<file path="config.mk">
export PLATFORM = sky130hd
export DESIGN_NAME = cpu_sequencer
export DESIGN_NICKNAME = d
export VERILOG_FILES = /design/src/rtl/cpu_sequencer.sv
export SDC_FILE = /design/constraint.sdc
export NUM_CORES = 1
export LEC_CHECK = 0
export CORE_MARGIN = 3
export CORE_UTILIZATION = 34
export CTS_CLUSTER_SIZE = 10
export DETAILED_ROUTE_END_ITERATION = 16
export PLACE_DENSITY = 0.73
export SLEW_MARGIN = 20
export SYNTH_ARGS = -nofsm -noshare
export SYNTH_HDL_FRONTEND = slang
export SYNTH_SLANG_ARGS = --single-unit
</file>
<file path="constraint.sdc">
create_clock -name clk -period 1.6 [get_ports clk]
set_input_delay 0.32 -clock clk [delete_from_list [all_inputs] [get_ports clk]]
set_output_delay 0.32 -clock clk [all_outputs]
set_load 0.01 [all_outputs]
</file>
<file path="src/rtl/cpu_sequencer.sv">
// cpu_sequencer: T-state microcode sequencer for the 8-bit bus CPU.
// Ports: clk, rst; opcode, cf, zf, run, step in; ctrl, t_state, instr_done, halted out.
module cpu_sequencer #(
  parameter logic [3:0] HLT_OPCODE = 4'hF,
  parameter bit         STEP_EN    = 1'b1
) (
  input  logic        clk,
  input  logic        rst,
  input  logic [3:0]  opcode,
  input  logic        cf,
  input  logic        zf,
  input  logic        run,
  input  logic        step,
  output logic [14:0] ctrl,
  output logic [2:0]  t_state,
  output logic        instr_done,
  output logic        halted
);

  typedef enum logic [2:0] {
    S_T0   = 3'd0,
    S_T1   = 3'd1,
    S_T2   = 3'd2,
    S_T3   = 3'd3,
    S_T4   = 3'd4,
    S_WAIT = 3'd6,
    S_HALT = 3'd7
  } state_e;

  localparam logic [14:0] IDLE = 15'h0FE3;

  // Asserting a line flips it away from its idle level,
  // so ctrl = IDLE ^ act for every line polarity.
  localparam logic [14:0] CP   = 15'h4000;
  localparam logic [14:0] EP   = 15'h2000;
  localparam logic [14:0] LP   = 15'h1000;
  localparam logic [14:0] NLMA = 15'h0800;
  localparam logic [14:0] NLMD = 15'h0400;
  localparam logic [14:0] NCE  = 15'h0200;
  localparam logic [14:0] NLR  = 15'h0100;
  localparam logic [14:0] NLI  = 15'h0080;
  localparam logic [14:0] NEI  = 15'h0040;
  localparam logic [14:0] NLA  = 15'h0020;
  localparam logic [14:0] EA   = 15'h0010;
  localparam logic [14:0] SUB  = 15'h0008;
  localparam logic [14:0] EU   = 15'h0004;
  localparam logic [14:0] NLB  = 15'h0002;
  localparam logic [14:0] NLO  = 15'h0001;

  localparam logic [3:0] OP_LDA = 4'h1;
  localparam logic [3:0] OP_ADD = 4'h2;
  localparam logic [3:0] OP_SUB = 4'h3;
  localparam logic [3:0] OP_STA = 4'h4;
  localparam logic [3:0] OP_LDI = 4'h5;
  localparam logic [3:0] OP_JMP = 4'h6;
  localparam logic [3:0] OP_JC  = 4'h7;
  localparam logic [3:0] OP_JZ  = 4'h8;
  localparam logic [3:0] OP_OUT = 4'hE;

  state_e      state_q, state_d;
  logic        step_q;
  logic        pend_q, pend_d;
  logic        is_hlt;
  logic        last;
  logic        boundary;
  logic        start;
  logic        step_rise;
  logic        consume;
  logic [14:0] act;

  assign is_hlt = (opcode == HLT_OPCODE);

  always_comb begin
    last = 1'b0;
    unique case (state_q)
      S_T2: last = !is_hlt &&
                   !(opcode inside {OP_LDA, OP_ADD, OP_SUB, OP_STA});
      S_T3: last = (opcode == OP_LDA);
      S_T4: last = 1'b1;
      default: last = 1'b0;
    endcase
  end

  always_comb begin
    act = '0;
    unique case (state_q)
      S_T0: act = EP | NLMA;
      S_T1: act = CP | NCE | NLI;
      S_T2: begin
        if (!is_hlt) begin
          case (opcode)
            OP_LDA, OP_ADD,
            OP_SUB, OP_STA: act = NEI | NLMA;
            OP_LDI:         act = NEI | NLA;
            OP_JMP:         act = NEI | LP;
            OP_JC:          act = cf ? (NEI | LP) : '0;
            OP_JZ:          act = zf ? (NEI | LP) : '0;
            OP_OUT:         act = EA | NLO;
            default:        act = '0;
          endcase
        end
      end
      S_T3: begin
        case (opcode)
          OP_LDA:         act = NCE | NLA;
          OP_ADD, OP_SUB: act = NCE | NLB;
          OP_STA:         act = EA | NLMD;
          default:        act = '0;
        endcase
      end
      S_T4: begin
        case (opcode)
          OP_ADD:  act = EU | NLA;
          OP_SUB:  act = EU | NLA | SUB;
          OP_STA:  act = NLR;
          default: act = '0;
        endcase
      end
      default: act = '0;
    endcase
    // Nothing is loaded on the reset edge.
    if (rst) act = '0;
  end

  always_comb begin
    step_rise = step && !step_q;
    boundary  = last || (state_q == S_WAIT);
    start     = !STEP_EN || run || pend_q;
    consume   = boundary && pend_q;
    // An edge in the consuming cycle re-arms pending.
    pend_d    = (pend_q && !consume) || step_rise;
    state_d   = state_q;
    unique case (state_q)
      S_T0:    state_d = S_T1;
      S_T1:    state_d = S_T2;
      S_T2:    state_d = is_hlt ? S_HALT : S_T3;
      S_T3:    state_d = S_T4;
      default: state_d = state_q;
    endcase
    if (boundary) state_d = start ? S_T0 : S_WAIT;
  end

  always_ff @(posedge clk) begin
    if (rst) begin
      state_q <= STEP_EN ? S_WAIT : S_T0;
      step_q  <= 1'b0;
      pend_q  <= 1'b0;
    end else begin
      state_q <= state_d;
      step_q  <= step;
      pend_q  <= pend_d;
    end
  end

  assign ctrl       = IDLE ^ act;
  assign t_state    = state_q;
  assign halted     = !rst && (state_q == S_HALT);
  assign instr_done = !rst &&
                      (last || (state_q == S_T2 && is_hlt));

endmodule
</file>
# Word-level counts from Yosys, hierarchy flattened
# Index checks and enable logic that the tools add are counted.
dict set report classes {
  eq_ne 16
  muxes 13
  n_bitwise 1
  n_reduce_logical 21
}
# op count
set op_table {}
lappend op_table {{case mux 13 bit (6 select lines)} 1}
lappend op_table {{case mux 15 bit (5 select lines)} 1}
lappend op_table {{two-way mux 13 bit} 3}
lappend op_table {{case mux 11 bit (3 select lines)} 1}
lappend op_table {{case mux 9 bit (3 select lines)} 1}
lappend op_table {{equality test 4 x 3 -> 1 bit, second input constant} 4}
lappend op_table {{two-way mux 15 bit} 1}
lappend op_table {{equality test 4 bit, second input constant} 3}
lappend op_table {{case mux 3 bit (4 select lines)} 1}
lappend op_table {{equality test 3 bit, second input constant} 3}
lappend op_table {{two-way mux 3 bit} 3}
lappend op_table {{inverter 9 bit} 1}
lappend op_table {{equality test 4 x 2 -> 1 bit, second input constant} 2}
lappend op_table {{logical AND 1 bit} 7}
lappend op_table {{equality test 3 x 2 -> 1 bit, second input constant} 2}
lappend op_table {{logical NOT 1 bit} 5}
lappend op_table {{nonzero test 5 bit} 1}
lappend op_table {{equality test 4 x 1 -> 1 bit, second input constant} 1}
lappend op_table {{logical OR 1 bit} 4}
lappend op_table {{nonzero test 4 bit} 1}
lappend op_table {{OR reduction 4 bit} 1}
lappend op_table {{equality test 3 x 1 -> 1 bit, second input constant} 1}
lappend op_table {{logical NOT 3 bit} 1}
lappend op_table {{case mux 1 bit (3 select lines)} 1}
lappend op_table {{OR reduction 2 bit} 1}
dict set report totals {
  register_bits 5
  inputBits 10
  output_inout_bits 20
  word_cells 54
}

# Depth between registers and ports, before layout
# Gate-level depths: netlist (run 1).
dict set report depth {
  depth_word 10
  depth_mapped 6
  mapped_depth_nobuf 5
}

# Least setup slack after synthesis (run 1)
# No wires, ideal clock.
dict set report synth_timing {
  kind {input -> output}
  startpoint {in opcode[0]}
  endpoint {out instr_done}
  arrival_time_ps 1476
  required_time_ps 1280
  path_slack_ps -196
  path_stages 6
  n_path_buf 1
  cell_sequence {buf_2 > nor2_1 > xnor2_1 > nor2_1 > or2_2 > a311oi_1}
}
dict set report synth_via {
  elab_chain_len 7
  word_cells_on_any_way 13
  classes_between {5 x eq/ne; 1 x mux; 7 x reduce/logical}
}
# element line
set synth_rtl {}
lappend synth_rtl {{from (decl)} 9} ;# input logic [3:0] opcode,
lappend synth_rtl {{equality test 4 x 1 -> 1 bit (tied with other cells)} {77, 78}}
lappend synth_rtl {{nonzero test 4 bit} 77} ;# !(opcode inside {OP_LDA, OP_ADD, OP_SUB, OP_STA});
lappend synth_rtl {{logical NOT 1 bit} 77}
lappend synth_rtl {{logical AND 1 bit} 76} ;# S_T2: last = !is_hlt &&
lappend synth_rtl {{case mux 1 bit (3 select lines)} 75} ;# unique case (state_q)
lappend synth_rtl {{logical OR 1 bit *} 159} ;# (last || (state_q == S_T2 && is_hlt));
lappend synth_rtl {{logical AND 1 bit *} 158} ;# assign instr_done = !rst &&
lappend synth_rtl {{to (decl)} 16} ;# output logic instr_done,
# Every way passes the cells marked *; elsewhere a longest branch is shown, timed or not.

# Final worst setup path (run 1)
dict set report layout_timing {
  startpoint {reg state_q[2] (netlist: t_state[2])}
  endpoint {out ctrl[4]}
}
dict set report layout_via {
  elab_chain_len 3
  word_cells_on_any_way 7
  classes_between {4 x eq/ne; 2 x mux; 1 x reduce/logical}
}
# element line
set layout_rtl {}
lappend layout_rtl {{from (decl)} 60} ;# state_e state_q, state_d;
lappend layout_rtl {{from (signal assigned)} 145} ;# state_q <= STEP_EN ? S_WAIT : S_T0;
lappend layout_rtl {{from (signal assigned)} 149} ;# state_q <= state_d;
lappend layout_rtl {{equality test 3 bit (tied with other cells)} 86} ;# unique case (state_q)
lappend layout_rtl {{case mux 15 bit (5 select lines) *} 86}
lappend layout_rtl {{two-way mux 15 bit *} 122} ;# if (rst) act = '0;
lappend layout_rtl {{to (decl)} 14} ;# output logic [14:0] ctrl,
# Marks and branches as above.

==> reports/metrics.csv, run 1 <==
stage;metric;value;unit
timing;hold_violations;0;
cts;cts_buffer_depth;2;
timing;fin_crit_sh;116;%
timing;layout_min_cycle_time;1850;ps
cells_and_area;diodes;0;
timing;tightest_slew;337;ps
floorplan;fp.dieArea;0.00221;mm^2
power;swShare;38.7;%
timing;setup_viol;19;
place;place.gp.congestion;0.798;
detailed_routing;wl_per_cell;17.4;um
floorplan;core_area;0.00154;mm^2
power;p_total;0.756;mW
place;dp_slack;-985;ps
power;clkPwrFrac;21.2;%
critical_path;r2r_slack;-90;ps
critical_path;required;1280;ps
cells_and_area;nets;162;
synthesis;ys_seq_area_share;17.5;%
global_routing;overflow;0;
detailed_routing;first_iter_violations;29;
synthesis;synth_top_area_share;17.5;%
worst_hold_path;hold_path_end;pend_q;
cts;insertion_delay;260;ps
critical_path;critPathCaptureType;primary output;
flow_run;cap_violations;0;
timing;relSlewSlack;77.5;%
cells_and_area;fin_cells;167;
synthesis;post_synth_num_cell_types;33;
cts;cts-hold-fix-buffers;0;
cells_and_area;fillers;73;
cts;clockRootBuffer;clkbuf_4;
synthesis;synthesis.nets;95;
synthesis;synth_area;571;um^2
place;dp_cells;146;
cells_and_area;layout-drive-gt1-share;66.9;%
synthesis;yosys_warnings;0;
synthesis;yosysTopAreaCell;dfxtp_1;
worst_hold_path;worstHoldStart;pend_q;
floorplan;start_util;37.0;%
timing;rsz0062_at_grt;yes;
cts;cts_buffers;3;
timing;skew;13.7;ps
detailed_routing;ant_nets;0;
critical_path;critPathArrivalTime;1530;ps
timing;holdWs;486;ps
place;io_buffer_count;29;
synthesis;ys_ff_latch;5;
timing;timing.fmax;541;MHz
global_routing;grt_pass1_wl;3560;um
power;power_frac_seq;20.6;%
timing;fin_setup_tns;-2260;ps
synthesis;ys_top_cells_by_area;dfxtp_1, nor3_1, nand2b_1;
global_routing;antenna_found_initial;0;
place;place_area;0.00105;mm^2
critical_path;crit_fanout;4;
power;ir_drop;0.288;mV
status;status;finished, violations left;
floorplan;ios;30;
power;p_comb_share;58.2;%
power;p_per_area;550;mW/mm^2
global_routing;grt_pass1_vias;805;
critical_path;critPathLaunchType;flop;
critical_path;r2r-end;t_state[1];
cts;clkSinkCount;5;
cells_and_area;area_growth;141;%
timing;maxSlewViolCount;0;
global_routing;grt_max_degree;10;
cts;path_clk_slew;60;ps
detailed_routing;drc;0;
detailed_routing;first_pass_iters;4;
worst_hold_path;hold_path.class;reg2reg;
synthesis;syn_avg_cell_area;6.71;um^2
critical_path;r2r_cells;7;
detailed_routing;num_vias;917;
worst_hold_path;min_path_cells;2;
power;p_sw;0.293;mW
cts;cts_tree;built;
timing;setup_ws;-250;ps
global_routing;grt_usage;22.1;%
floorplan;die_y;47.0;um
detailed_routing;vias_per_cell;5.49;
status;failed_checks;negative setup slack;
detailed_routing;postRouteWirelength;2910;um
floorplan;rows;14;
floorplan;die_width;47.0;um
cells_and_area;postLayoutCoreUtil;89.2;%
cells_and_area;final_cell_area;0.00138;mm^2
cts;htreeDepth;1;
power;p_int;0.464;mW
place;place_hpwl;1570;um
critical_path;crit_type;reg2out;
critical_path;r2r-start;t_state[1];
synthesis;syn_inst;85;
power;power_leakage;0.625;nW
## state kept, by name (all words and copies together) (netlist names)
register	count
t_state	3
pend_q	1
step_q	1
## per-layer routing
| layer | up-vias | global-route usage [%] | part of all wire (%) |
|---|---|---|---|
| met1 | 427 | 24.7 | 38 |
| met3 | 12 | 3.07 | 5.3 |
| met2 | 46 | 42.0 | 53 |
| met4 | 0 | 7.18 | 3.3 |
| li1 | 432 | - | - |
| met5 | - | 0 | 0 |
## synthesized netlist by cell type
cell type and number:
nor2b_1 2, nor4b_4 1, o31a_1 1, inv_1 5, nor2_1 8, nor4_1 2
nor3b_2 1, o211ai_1 1, nand2b_1 5, o21ai_0 4, or2_2 1, buf_2 3
nor3_1 8, mux2i_1 1, nor3b_1 1, nand4_1 1, dfxtp_1 5, xnor2_1 1
clkbuf_1 4, a41oi_1 1, nand3_1 3, and2_1 2, buf_4 1, or4_1 1
a21bo_2 1, nand2_1 8, o31ai_1 2, and3_1 1, a311oi_2 1, a32o_1 1
a311oi_1 1, or3_1 2, a21oi_1 5
## logic make-up after synthesis
logic type / share of synthesized area [%]
simple gates: 46.7
compound gates: 22.6
buf+inv: 9.87
flops: 17.5
xor+xnor: 1.54
mux: 1.75
## cell usage in the layout (no fill, tap or decap), types with 2 or more instances in the layout
cell,Yosys,routed
a21oi_1,5,4
a311oi_2,1,2
buf_2,3,8
buf_4,1,29
buf_6,0,13
buf_8,0,4
clkbuf_2,0,5
clkbuf_4,0,3
clkdlybuf4s15_1,0,2
clkdlybuf4s50_1,0,3
dfxtp_1,5,2
dfxtp_2,0,2
dlygate4sd2_1,0,4
inv_1,5,4
nand2_1,8,5
nand2_4,0,2
nand2b_1,5,2
nand2b_4,0,3
nand3_1,3,2
nor2_1,8,4
nor2_4,0,4
nor3_2,0,5
nor3_4,0,3
nor3b_2,1,2
o21ai_1,0,2
o31ai_1,2,2
or3_1,2,2
## worst max path at each step
stage / from / to / slack (ps) / depth (start not counted)
final: t_state[2] / ctrl[4] / -250 / 6
after detailed placement: opcode[0] / instr_done / -990 / 7
after global routing: t_state[2] / ctrl[4] / -300 / 6
after floorplan: opcode[0] / instr_done / -70 / 6
after global placement: opcode[1] / ctrl[5] / -910 / 9
after CTS: t_state[2] / ctrl[4] / -300 / 6
## power groups by stage
| stage | logic (mW) | registers (mW) | clock network [mW] |
|---|---|---|---|
| after detailed placement | 0.306 | 0.152 | 0 |
| after global routing | 0.463 | 0.158 | 0.174 |
| after floorplan | 0.153 | 0.154 | 0 |
| final | 0.440 | 0.156 | 0.160 |
| after CTS | 0.354 | 0.153 | 0.161 |
| after global placement | 0.299 | 0.152 | 0 |
## worst max-delay path: stages, from the launching register on
cell      delay (ps)
dfxtp_2          320
nand2b_4         170
nor2_4            90
nand2_2           70
or4_4            450
nand2_4           70
buf_6             90
## what timing repair did
action / in CTS / in global routing
setup endpoints to repair: 23 / 22
setup buffers: 8 / 9
pin swaps: 14 / 13
resized for setup: 99 / 48
cloned: 0 / 0
## final cells by class
| type | instances | area, um^2 | area share, % |
|---|---|---|---|
| clock buffers | 3 | 22.5 | 1.64 |
| clock inverters | 1 | 5.00 | 0.364 |
| inverters | 5 | 21.3 | 1.55 |
| multi-input cells | 67 | 602 | 43.8 |
| flip-flops and latches | 5 | 106 | 7.73 |
| well taps | 16 | 20.0 | 1.46 |
| repair buffers | 70 | 598 | 43.5 |
(Power assumes the default switching activity.)
==> inputs of run 2 (changes only) <==
--- a/config.mk
+++ b/config.mk
@@ -14,3 +14,4 @@
 export SYNTH_ARGS = -nofsm -noshare
 export SYNTH_HDL_FRONTEND = slang
 export SYNTH_SLANG_ARGS = --single-unit
+export TNS_END_PERCENT = 20
==> run 2 against run 1 <==
Against the previous run:
- count of clock-buffer cells in the layout grew 1
- the flow still finishes with violations (negative setup slack)
- core utilization grew 1.3 points
- clock skew shrank 10 ps
==> reports/metrics.csv, run 2 (synthesized netlist as in run 1, its figures left out) <==
stage;metric;value;unit;change
cells_and_area;final_cell_mix;buf_4, buf_2, buf_6;;
detailed_routing;wl_per_cell;19.2;um;+10%
cells_and_area;diodes;0;;unchanged
flow_run;cap_violations;0;;unchanged
place;place.gp.congestion;0.816;;+2.3%
critical_path;crit_type;in2out;;
cells_and_area;postLayoutCoreUtil;90.5;%;+1.3 points
worst_hold_path;hold_path.class;reg2reg;;
timing;timing.fmax;540;MHz;about the same
detailed_routing;first_pass_iters;4;;unchanged
detailed_routing;num_vias;992;;+8.2%
place;dp_cells;147;;+0.68%
detailed_routing;ant_nets;0;;unchanged
power;p_per_area;553;mW/mm^2;+0.50%
global_routing;grt_max_degree;9;;-1
cts;clockRootBuffer;clkbuf_4;;
critical_path;path_cells;buf_4, buf_6, buf_4, nor3_1, a21oi_1, nor2_1, nor2_1, o211ai_1, buf_2;;
floorplan;start_util;37.0;%;unchanged
status;failed_checks;negative setup slack;;
cts;htreeDepth;1;;unchanged
timing;skew;3.60;ps;-10.1 ps
critical_path;critPathLaunchType;input pin;;
cells_and_area;nets;165;;+1.9%
cells_and_area;fin_cells;170;;+1.8%
timing;fin_setup_tns;-2540;ps;-277 ps
cts;cts-hold-fix-buffers;0;;unchanged
place;io_buffer_count;29;;unchanged
timing;relSlewSlack;75.4;%;-2.2 points
global_routing;grt_usage;24.2;%;+2.1 points
global_routing;grt_pass1_wl;3850;um;+8.1%
place;place_area;0.00104;mm^2;-0.60%
detailed_routing;drc;0;;unchanged
floorplan;ios;30;;unchanged
critical_path;critPathCaptureType;primary output;;
cells_and_area;largest_reg_flops;3;;unchanged
power;power_leakage;0.622;nW;-0.48%
cts;cts_buffer_depth;2;;unchanged
timing;holdWs;512;ps;+25.5 ps
timing;hold_violations;0;;unchanged
global_routing;antenna_found_initial;0;;unchanged
timing;tightest_slew;370;ps;+32.3 ps
floorplan;fp.dieArea;0.00221;mm^2;unchanged
status;status;finished, violations left;;
place;dp_slack;-992;ps;-6.67 ps
cells_and_area;final_cell_area;0.00140;mm^2;+1.5%
timing;layout_min_cycle_time;1850;ps;+1.85 ps
floorplan;die_width;47.0;um;unchanged
timing;rsz0062_at_grt;yes;;
cells_and_area;layout-drive-gt1-share;68.2;%;+1.3 points
power;p_total;0.771;mW;+2.0%
detailed_routing;postRouteWirelength;3270;um;+12%
global_routing;overflow;0;;unchanged
critical_path;cpPeakStageDelay;230;ps;-220 ps
timing;setup_viol;19;;unchanged
floorplan;rows;14;;unchanged
critical_path;slowest_stage;nor3_1;;
cts;cts_tree;built;;
cts;path_clk_slew;50;ps;about the same
detailed_routing;first_iter_violations;26;;-10%
cts;clkSinkCount;5;;unchanged
timing;fin_crit_sh;116;%;+0.12 points
timing;setup_ws;-251;ps;-1.85 ps
critical_path;required;1280;ps;about the same
place;place_hpwl;1530;um;-2.0%
cts;insertion_delay;240;ps;-20 ps
critical_path;critPathArrivalTime;1530;ps;about the same
critical_path;crit_fanout;7;;+3
timing;maxSlewViolCount;0;;unchanged
cts;cts_buffers;3;;unchanged
power;ir_drop;0.461;mV;+60%
global_routing;grt_pass1_vias;826;;+2.6%
floorplan;die_y;47.0;um;unchanged
cells_and_area;final_common_cell;buf_4;;
floorplan;core_area;0.00154;mm^2;unchanged
cells_and_area;area_growth;145;%;
detailed_routing;vias_per_cell;5.84;;+6.3%
-- run 2: what timing repair did --
| item | CTS | global route |
|---|---|---|
| pin swaps | 14 | 15 |
| gates resized for setup | 106 | 43 |
| setup endpoints to repair | 23 | 21 |
| buffers inserted | 7 | 12 |
-- run 2: worst paths after layout --
kind	end	cells past startpoint	start	slack (ps)
max reg2reg	t_state[1]	7	t_state[1]	-110
min	pend_q	2	step_q	510
max	ctrl[6]	9	opcode[0]	-250
min reg2reg	pend_q	2	step_q	510
-- run 2: critical path, delay by kind of cell --
kind / cells / cell delay (ps)
buf+inv: 4 / 570
simple gates: 3 / 470
compound gates: 2 / 160
-- run 2: layout make-up --
| class | count | area, um^2 |
|---|---|---|
| multi-input cells | 67 | 617 |
| repair buffers | 73 | 602 |
| fillers | 66 | 146 |
| flip-flops and latches | 5 | 109 |
| clock buffers | 4 | 26.3 |
| inverters | 5 | 21.3 |
| well taps | 16 | 20.0 |
-- run 2: where the power goes --
group	internal (mW)	switching (mW)	total (mW)
clock	0.0947	0.0573	0.152
sequential	0.141	0.0192	0.160
combinational	0.233	0.226	0.459
-- run 2: per-layer routing --
metal	track usage (%)	wire length (um)	vias to the layer above
met4	2.76	125	0
met5	0	0	-
met2	47.2	1730	56
met1	28.7	1230	477
li1	-	-	445
met3	2.68	187	14
==> inputs of run 3 (changes only) <==
--- a/config.mk
+++ b/config.mk
@@ -5,8 +5,10 @@
 export SDC_FILE = /design/constraint.sdc
 export NUM_CORES = 1
 export LEC_CHECK = 0
+export CELL_PAD_IN_SITES_DETAIL_PLACEMENT = 0
+export CELL_PAD_IN_SITES_GLOBAL_PLACEMENT = 2
 export CORE_MARGIN = 3
-export CORE_UTILIZATION = 34
+export CORE_UTILIZATION = 17
 export CTS_CLUSTER_SIZE = 10
 export DETAILED_ROUTE_END_ITERATION = 16
 export PLACE_DENSITY = 0.73
==> run 3 against run 2 <==
Against the previous run:
- the run still ends with negative setup slack left
- die area grew 85%
- via count down 15%
- count of clock-buffer cells in the layout stayed put
- worst setup slack improved by 53 ps
- non-clock buffer count down 5
- first-iteration DRC count up 73%
- wire length decreased by 31%
- global-route usage down 13 points
- combinational power decreased by 19%
- critical path type is now reg2reg
- critical endpoint is now t_state[1]
==> reports/metrics.csv, run 3 (synthesized netlist as in run 1, its figures left out) <==
stage;metric;value;unit;change
timing;maxSlewViolCount;0;;unchanged
global_routing;grtUsageMet2;19.6;%;-28 points
worst_hold_path;hold_path.class;reg2reg;;
timing;rsz0062_at_grt;yes;;
power;ir_drop;0.190;mV;-59%
cells_and_area;final_cell_mix;buf_4, buf_6, buf_2;;
cells_and_area;diodes;0;;unchanged
critical_path;critPathCaptureType;flop;;
cts;cts-hold-fix-buffers;0;;unchanged
timing;relSlewSlack;76.1;%;+0.72 points
global_routing;met1_usage;12.9;%;-16 points
detailed_routing;ant_nets;0;;unchanged
critical_path;r2r_cells;7;;unchanged
critical_path;cpPeakStageDelay;370;ps;+140 ps
cts;clockRootBuffer;clkbuf_4;;
cells_and_area;postLayoutCoreUtil;40.7;%;-50 points
detailed_routing;num_vias;841;;-15%
timing;setup_viol;12;;-7
cells_and_area;final_common_cell;buf_4;;
critical_path;path_cells;buf_4, inv_1, nor3_1, a311oi_2, buf_4, a32o_1, or3_1;;
critical_path;r2r_slack;-200;ps;-90 ps
power;p_comb_share;55.0;%;-4.5 points
timing;tightest_slew;359;ps;-10.9 ps
cts;htreeDepth;1;;unchanged
power;power_frac_seq;23.5;%;+2.7 points
critical_path;critPathArrivalTime;1920;ps;+390 ps
cells_and_area;largest_reg_flops;3;;unchanged
power;p_sw;0.236;mW;-22%
cts;cts_tree;built;;
cts;path_clk_slew;40;ps;about the same
place;place_area;0.00111;mm^2;+6.2%
place;io_buffer_count;29;;unchanged
status;status;finished, violations left;;
flow_run;cap_violations;0;;unchanged
power;p_per_area;532;mW/mm^2;-3.8%
floorplan;start_util;18.2;%;-19 points
critical_path;path_buf_inv;3;;-1
power;swShare;34.9;%;-4.3 points
power;clkPwrFrac;21.5;%;+1.8 points
floorplan;core_area;0.00313;mm^2;+100%
power;p_total;0.678;mW;-12%
floorplan;die_y;63.9;um;+36%
cells_and_area;layout-drive-gt1-share;59.7;%;-8.5 points
floorplan;rows;20;;+6
detailed_routing;wl_per_cell;11.6;um;-39%
cells_and_area;multiInputGateArea;519;um^2;-16%
cts;cts_buffer_depth;2;;unchanged
global_routing;antenna_found_initial;0;;unchanged
power;power_leakage;0.573;nW;-7.9%
cts;clkSinkCount;5;;unchanged
floorplan;die_width;63.9;um;+36%
critical_path;r2r-start;t_state[1];;
cells_and_area;nets;160;;-3.0%
floorplan;fp.dieArea;0.00409;mm^2;+85%
cells_and_area;regArea;106;um^2;-2.3%
detailed_routing;first_iter_violations;45;;+73%
critical_path;required;1720;ps;+440 ps
global_routing;grt_pass1_wl;3770;um;-2.0%
place;place_hpwl;1700;um;+11%
critical_path;crit_fanout;4;;-3
timing;skew;4.33;ps;+0.727 ps
power;p_int;0.441;mW;-5.9%
place;place.gp.congestion;0.803;;-1.7%
global_routing;grt_util_met3;3.16;%;+0.48 points
worst_hold_path;min_path_cells;2;;unchanged
cells_and_area;final_cell_area;0.00127;mm^2;-8.7%
floorplan;ios;30;;unchanged
cells_and_area;area_growth;123;%;
detailed_routing;postRouteWirelength;2250;um;-31%
detailed_routing;drc;0;;unchanged
critical_path;crit_type;reg2reg;;
timing;hold_violations;0;;unchanged
global_routing;grt_pass1_vias;882;;+6.8%
worst_hold_path;worstHoldStart;pend_q;;
detailed_routing;vias_per_cell;4.36;;-25%
timing;fin_setup_tns;-1300;ps;+1250 ps
global_routing;overflow;0;;unchanged
worst_hold_path;hold_path_end;pend_q;;
timing;layout_min_cycle_time;1800;ps;-53.1 ps
detailed_routing;first_pass_iters;4;;unchanged
global_routing;grt_usage;11.2;%;-13 points
timing;timing.fmax;556;MHz;+3.0%
cts;cts_buffers;3;;unchanged
status;failed_checks;negative setup slack;;
critical_path;crit_family;simple AND/OR/NAND/NOR gates;;
cts;insertion_delay;240;ps;about the same
critical_path;slowest_stage;dfxtp_2;;
cells_and_area;fillers;337;;+410%
critical_path;critPathLaunchType;flop;;
global_routing;busiest_layer;met2;;
critical_path;cp_common_cell;buf_4;;
timing;fin_crit_sh;112;%;-3.3 points
critical_path;r2r-end;t_state[1];;
timing;setup_ws;-198;ps;+53.1 ps
global_routing;grt_max_degree;10;;+1
## run 3: how the worst max path moves through the flow
stage          startpoint  depth (start not counted)          to
4_1_cts        t_state[2]                          6     ctrl[4]
5_1_grt        t_state[2]                          6     ctrl[4]
3_3_place_gp    opcode[0]                          7  instr_done
2_1_floorplan  t_state[2]                          6     ctrl[4]
3_5_place_dp    opcode[0]                          7  instr_done
6_report       t_state[1]                          7  t_state[1]
## run 3: worst reg2reg max path, cell delays in order (launching register included)
cell,delay [ps]
dfxtp_2,370
buf_4,130
inv_1,90
nor3_1,270
a311oi_2,170
buf_4,170
a32o_1,190
or3_1,290
## run 3: layout make-up
cell class	count	area share (%)
sequential	5	8.35
inverter	5	1.47
multi-input combinational	67	40.8
timing repair buffer	68	43.0
clock buffer	4	2.06
tap	44	4.32
## run 3: what timing repair did
action | 4_1_cts | 5_1_grt
endpoints found under the hold margin | 0 | 0
pin swaps | 9 | 6
gates resized for setup | 97 | 27
setup buffers | 6 | 4
setup endpoints to repair | 22 | 21
## run 3: power groups by stage
| stage | Combinational (mW) | Clock, mW | Sequential, mW |
|---|---|---|---|
| floorplan | 0.142 | 0 | 0.153 |
| global placement | 0.316 | 0 | 0.153 |
| detailed placement | 0.315 | 0 | 0.154 |
| CTS | 0.351 | 0.151 | 0.158 |
| global route | 0.401 | 0.163 | 0.161 |
| finish | 0.373 | 0.146 | 0.159 |
## run 3: layer usage
metal	wire (um)	vias up
met1	969	381
met3	123	4
li1	-	431
met5	0	-
met4	26	0
met2	1130	25
## run 3: per-stage QoR
stage / hold WS, ps / instances / setup WS (ps)
2_1_floorplan: 448 / 85 / -85.6
6_report: 489 / 193 / -198
3_5_place_dp: 486 / 179 / -983
5_1_grt: 536 / 193 / -247
4_1_cts: 494 / 189 / -201
3_3_place_gp: 482 / 179 / -971
